`config.mk`:
```
export PLATFORM = sky130hd
export DESIGN_NAME = phase_sequencer
export DESIGN_NICKNAME = d
export VERILOG_FILES = /design/src/rtl/phase_sequencer.sv
export SDC_FILE = /design/constraint.sdc
export NUM_CORES = 1
export LEC_CHECK = 0
export ABC_CLOCK_PERIOD_IN_PS = 2100
export CORE_MARGIN = 2
export CORE_UTILIZATION = 40
export CTS_CLUSTER_SIZE = 8
export DETAILED_ROUTE_END_ITERATION = 16
export PLACE_DENSITY = 0.68
export SYNTH_ARGS = -nofsm -noshare
export SYNTH_HDL_FRONTEND = slang
export SYNTH_SLANG_ARGS = --single-unit
```
`constraint.sdc`:
```
create_clock -name clock -period 2.1 [get_ports clock]
set_input_delay 0.63 -clock clock [delete_from_list [all_inputs] [get_ports clock]]
set_output_delay 0.63 -clock clock [all_outputs]
set_load 0.02 [all_outputs]
```
`src/rtl/phase_sequencer.sv`:
```
// Programmable N-phase one-hot sequencer with run / halt-at-boundary / single-step control.
// Optional build macro PHASE_SEQ_GAP_EN inserts one dead clock after every phase.
module phase_sequencer #(
  parameter int NUM_PHASES = 2,
  parameter int DIV_WIDTH  = 8,
  parameter int CNT_WIDTH  = 16
) (
  input  logic                  clock,
  input  logic                  reset_bar,
  input  logic                  run,
  input  logic                  step,
  input  logic [DIV_WIDTH-1:0]  div,
  output logic [NUM_PHASES-1:0] phase_active,
  output logic [NUM_PHASES-1:0] phase_en,
  output logic                  cycle_start,
  output logic                  cycle_done,
  output logic                  halted,
  output logic [CNT_WIDTH-1:0]  cycle_count
);

  localparam int IDX_W = (NUM_PHASES > 1) ? $clog2(NUM_PHASES) : 1;
  localparam logic [IDX_W-1:0] LAST_IDX = IDX_W'(NUM_PHASES - 1);

  typedef enum logic [1:0] {IDLE, RUN, STEP} state_t;

  state_t               state;
  logic [IDX_W-1:0]     phase_idx;
  logic [DIV_WIDTH-1:0] tick;
  logic [DIV_WIDTH-1:0] d_lat;
  logic [DIV_WIDTH-1:0] last_tick;
  logic                 phase_end;

  function automatic logic [DIV_WIDTH-1:0] clamp_div(input logic [DIV_WIDTH-1:0] v);
    return (v == '0) ? DIV_WIDTH'(1) : v;
  endfunction

  function automatic logic [NUM_PHASES-1:0] onehot(input logic [IDX_W-1:0] i);
    return NUM_PHASES'(1) << i;
  endfunction

  assign last_tick = d_lat - DIV_WIDTH'(1);

`ifdef PHASE_SEQ_GAP_EN
  logic in_gap;
  // A phase only hands over once its trailing dead clock has elapsed.
  assign phase_end = in_gap;
`else
  assign phase_end = (tick == last_tick);
`endif

  always_ff @(posedge clock or negedge reset_bar) begin
    if (!reset_bar) begin
      state        <= IDLE;
      phase_idx    <= '0;
      tick         <= '0;
      d_lat        <= '0;
      phase_active <= '0;
      phase_en     <= '0;
      cycle_start  <= 1'b0;
      cycle_done   <= 1'b0;
      halted       <= 1'b1;
      cycle_count  <= '0;
`ifdef PHASE_SEQ_GAP_EN
      in_gap       <= 1'b0;
`endif
    end else begin
      phase_en    <= '0;
      cycle_start <= 1'b0;
      cycle_done  <= 1'b0;
      case (state)
        IDLE: begin
          if (run || step) begin
            state        <= run ? RUN : STEP;
            d_lat        <= clamp_div(div);
            phase_idx    <= '0;
            tick         <= '0;
            phase_active <= onehot('0);
            phase_en     <= onehot('0);
            cycle_start  <= 1'b1;
            halted       <= 1'b0;
          end
        end
        default: begin
          if (phase_end) begin
            tick <= '0;
`ifdef PHASE_SEQ_GAP_EN
            in_gap <= 1'b0;
`endif
            if (phase_idx != LAST_IDX) begin
              phase_idx    <= IDX_W'(phase_idx + 1'b1);
              phase_active <= onehot(IDX_W'(phase_idx + 1'b1));
              phase_en     <= onehot(IDX_W'(phase_idx + 1'b1));
            end else begin
              cycle_count <= cycle_count + 1'b1;
              cycle_done  <= 1'b1;
              phase_idx   <= '0;
              // Back-to-back cycles restart phase 0 on the same edge, no idle clock.
              if (state == RUN && run) begin
                d_lat        <= clamp_div(div);
                phase_active <= onehot('0);
                phase_en     <= onehot('0);
                cycle_start  <= 1'b1;
              end else begin
                state        <= IDLE;
                phase_active <= '0;
                halted       <= 1'b1;
              end
            end
          end else begin
`ifdef PHASE_SEQ_GAP_EN
            if (tick == last_tick) begin
              in_gap       <= 1'b1;
              phase_active <= '0;
            end else begin
              tick <= tick + 1'b1;
            end
`else
            tick <= tick + 1'b1;
`endif
          end
        end
      endcase
    end
  end

endmodule
```
==> results.sh <==
export IMPL_run_status="complete, but fails checks"
export IMPL_failed_checks="setup timing"
export IMPL_final_setup_viol_count=8
export IMPL_instances_no_fill=315
export IMPL_numPlacedInstances=305
export IMPL_synth_adder_area_share=0.01766
export IMPL_die_span_y_um=76.90
export IMPL_routabilityCongestion=0.8013
export IMPL_place_detailed_hpwl_um=3191
export IMPL_synthArstFlopShare=1.000
export IMPL_area_of_all_sequential_standard_cells_sq_um=1005
export IMPL_period_needed_ns=2.138
export IMPL_final_hold_worst_slack_ns=0.3960
export IMPL_initialDrtViolationCount=70
export IMPL_mappedNetlistArea_sq_um=2126
export IMPL_layout_area_overhead_vs_synth_pct=35.61
export IMPL_route_vias_total=1598
export IMPL_timing_critical_path_cells="inv_2 -> ha_4 -> xor2_2 -> o2111ai_2 -> nor4b_4 -> and2_4 -> and3_4 -> mux2_4"
export IMPL_crit_family="simple AND/OR/NAND/NOR gates"
export IMPL_fin_tns_setup_ns=-0.1724
export IMPL_synthFlopType="dfrtp_1"
export IMPL_leakagePower_nw=1.266
export IMPL_crit_arrival_ns=2.31
export IMPL_std_cell_rows=26
export IMPL_gate_count_post_synth=187
export IMPL_worst_endpoint_required_ns=2.27
export IMPL_initial_antenna_violation_count=0
export IMPL_cts_root_buf="clkbuf_8"
export IMPL_cp_slowest_stage_delay_ns=0.39
export IMPL_number_of_global_route_vias_before_repair=1499
export IMPL_synthDominantCellAreaShare=0.4591
export IMPL_timing_hold_worst_class="input port to async pin"
export IMPL_track_usage=0.1570
export IMPL_critical_path_peak_fanout=4
export IMPL_synth_warning_count=0
export IMPL_timing_critical_path_slowest_stage_cell="dfrtp_1"
export IMPL_fin_nets=259
export IMPL_place_ws_ns=-0.07549
export IMPL_number_of_primary_i_o_pins=35
export IMPL_grt_pass1_wl_um=7314
export IMPL_dieWidth_um=76.90
export IMPL_layout_drive_gt1_share=0.2816
export IMPL_wirelength_um=4368
export IMPL_timing_slew_headroom=0.6636
export IMPL_yosysTopAreaCell="dfrtp_1"
export IMPL_drv_cap=0
export IMPL_route_antenna_remaining_nets=0
export IMPL_postCtsHoldBufs=0
export IMPL_ir_worst_vdd_uv=457.1
export IMPL_synth_edff_count=0
export IMPL_maxUsedRoutingLayer="met4"
export IMPL_synth_top_family_by_area="simple AND/OR/NAND/NOR gates"
export IMPL_sequential_cell_area_fraction_in_the_yosys_report=0.4715
export IMPL_layout_worst_path_cycle_share=1.018
export IMPL_clock_sink_count=40
export IMPL_max_clock_freq_mhz=467.6
export IMPL_synth_simple_gate_area_share=0.1766
export IMPL_drt_drc_violations_left=0
export IMPL_synth_lib_cells_used_distinct=43
export IMPL_rsz_0062_raised_after_global_routing="yes"
export IMPL_placeableCoreArea_sq_um=5107
export IMPL_first_pass_iters=4
export IMPL_critical_path_class="flop to flop"
export IMPL_worst_setup_hold_path_clk_slew_ns=0.07
export IMPL_number_of_storage_elements_in_the_synthesis_netlist=40
export IMPL_synth_compound_area_frac=0.08946
export IMPL_worst_path_buf_inv=1
export IMPL_tritoncts_num_buffers=5
export IMPL_routedLengthMet1_um=1998
export IMPL_muxShareOfSynthArea=0.06592
export IMPL_antenna_cells=0
export IMPL_routed_wl_met3_um=135
export IMPL_synth_avg_cell_area_sq_um=11.37
export IMPL_synth_top_cells_by_area="dfrtp_1 (46%), xnor2_1 (9.5%), mux2_4 (5.7%)"
export IMPL_htreeDepth=2
export IMPL_routed_via_density=5.073
export IMPL_fillCellCount=457
export IMPL_detail_route_wl_per_cell_um=13.87
export IMPL_maximum_number_of_pins_on_one_net_before_global_route_repair=41
export IMPL_critical_path_endpoint_type="flop"
export IMPL_startpoint_type="flop"
export IMPL_route_met2_wl_um=2150
export IMPL_port_buffers=34
export IMPL_synth_xor_area_share=0.1354
export IMPL_tritoncts_clock_tree="built"
export IMPL_design_die_area_sq_um=5914
export IMPL_later_pin_clock_latency_in_the_skew_report_ns=0.29
export IMPL_grt_ovfl_total=0
export IMPL_power_density_cell_area_nw_per_um2=1155
export IMPL_initial_utilization=0.4162
export IMPL_maxSlewViolCount=0
export IMPL_worst_slack_ns=-0.03840
export IMPL_synth_net_count=202
export IMPL_max_slew_worst_pin_slew_ns=0.5046
export IMPL_timing_final_hold_violations=0
export IMPL_multi_input_comb_area_sq_um=1110
export IMPL_skew_ns=0.008310
export IMPL_clk_path_buf_depth=2
export IMPL_fin_util=0.5644
-- stage by stage --
step	total power [mW]	instance area [sq um]
floorplan	2.197	2145
finish	3.331	2883
global route	3.567	2883
global placement	2.657	2690
CTS	3.263	2815
detailed placement	2.684	2690
-- final timing paths --
| check | cells after the start | to | slack [ns] | startpoint |
|---|---|---|---|---|
| worst max-delay path | 8 | cycle_count[1] | -0.04 | d_lat[0] |
| worst min-delay path | 2 | cycle_count[8] | 0.40 | reset_bar |
| worst max register to register | 8 | cycle_count[1] | -0.04 | d_lat[0] |
| worst min register to register | 1 | cycle_count[15] | 0.47 | cycle_count[15] |
| max in group asynchronous | 2 | d_lat[3] | 1.33 | reset_bar |
| min in group clock | 1 | cycle_count[15] | 0.47 | cycle_count[15] |
-- Yosys cell counts (all sizes together), types with 2 or more instances --
| cell | n |
|---|---|
| dfrtp | 39 |
| xnor2 | 23 |
| and3 | 11 |
| nand2 | 10 |
| nand4 | 10 |
| xor2 | 9 |
| mux2 | 8 |
| nand3 | 8 |
| a22o | 7 |
| buf | 7 |
| nor2 | 7 |
| inv | 6 |
| o21ai | 6 |
| nor3 | 4 |
| a21oi | 3 |
| clkbuf | 3 |
| ha | 3 |
| and2 | 2 |
| mux2i | 2 |
| nand3b | 2 |
| nor4 | 2 |
| o22ai | 2 |
| o31ai | 2 |
| or2 | 2 |
-- power breakdown --
part / internal (mW) / switching, mW
Clock: 0.268 / 0.243
Combinational: 0.887 / 0.678
Sequential: 0.983 / 0.271
-- registers in the layout, summed over array words and instances, names as in the netlist --
| signal | flops |
|---|---|
| cycle_done | 1 |
| state | 2 |
| phase_en | 1 |
| tick | 8 |
| cycle_start | 1 |
| cycle_count | 16 |
| halted | 1 |
| d_lat | 8 |
| phase_active | 2 |
-- cell usage in the layout (no fill, tap or decap), types with 5 or more instances in the layout --
cell,Yosys,final
dfrtp_1,39,37
clkdlybuf4s50_1,0,32
xnor2_1,23,22
buf_4,2,20
nand4_1,10,10
and3_1,10,10
nand3_1,8,8
mux2_4,8,8
xor2_1,8,7
nand2_1,9,7
a22o_1,7,7
clkbuf_8,0,6
inv_1,6,5
-- layer usage --
metal,global-route usage,vias up
met4,0.06727,0
met1,0.2085,790
met5,0,-
met3,0.03294,6
li1,-,773
met2,0.2482,29
-- what timing repair did --
action                                  in CTS  in global routing
pin swaps                                    0                  5
setup buffers                                2                  0
endpoints found under the setup margin      22                 38
resized for setup                            4                 20
-- kinds of logic after synthesis --
logic type / after synthesis
muxes: 10
DFF: 40
adders and majority gates: 3
and+or+nand+nor: 61
xor gates and xnor gates: 32
AOI/OAI and AO/OA: 25
buffers and inverters: 16
-- final cells by class --
class                      count  area share
sequential                    40      0.3485
tap                           70     0.03038
timing repair buffer          60      0.1970
clock buffer                   8     0.03125
multi-input combinational    131      0.3850
inverter                       6    0.007813
Power figures use the tool's default switching activity.
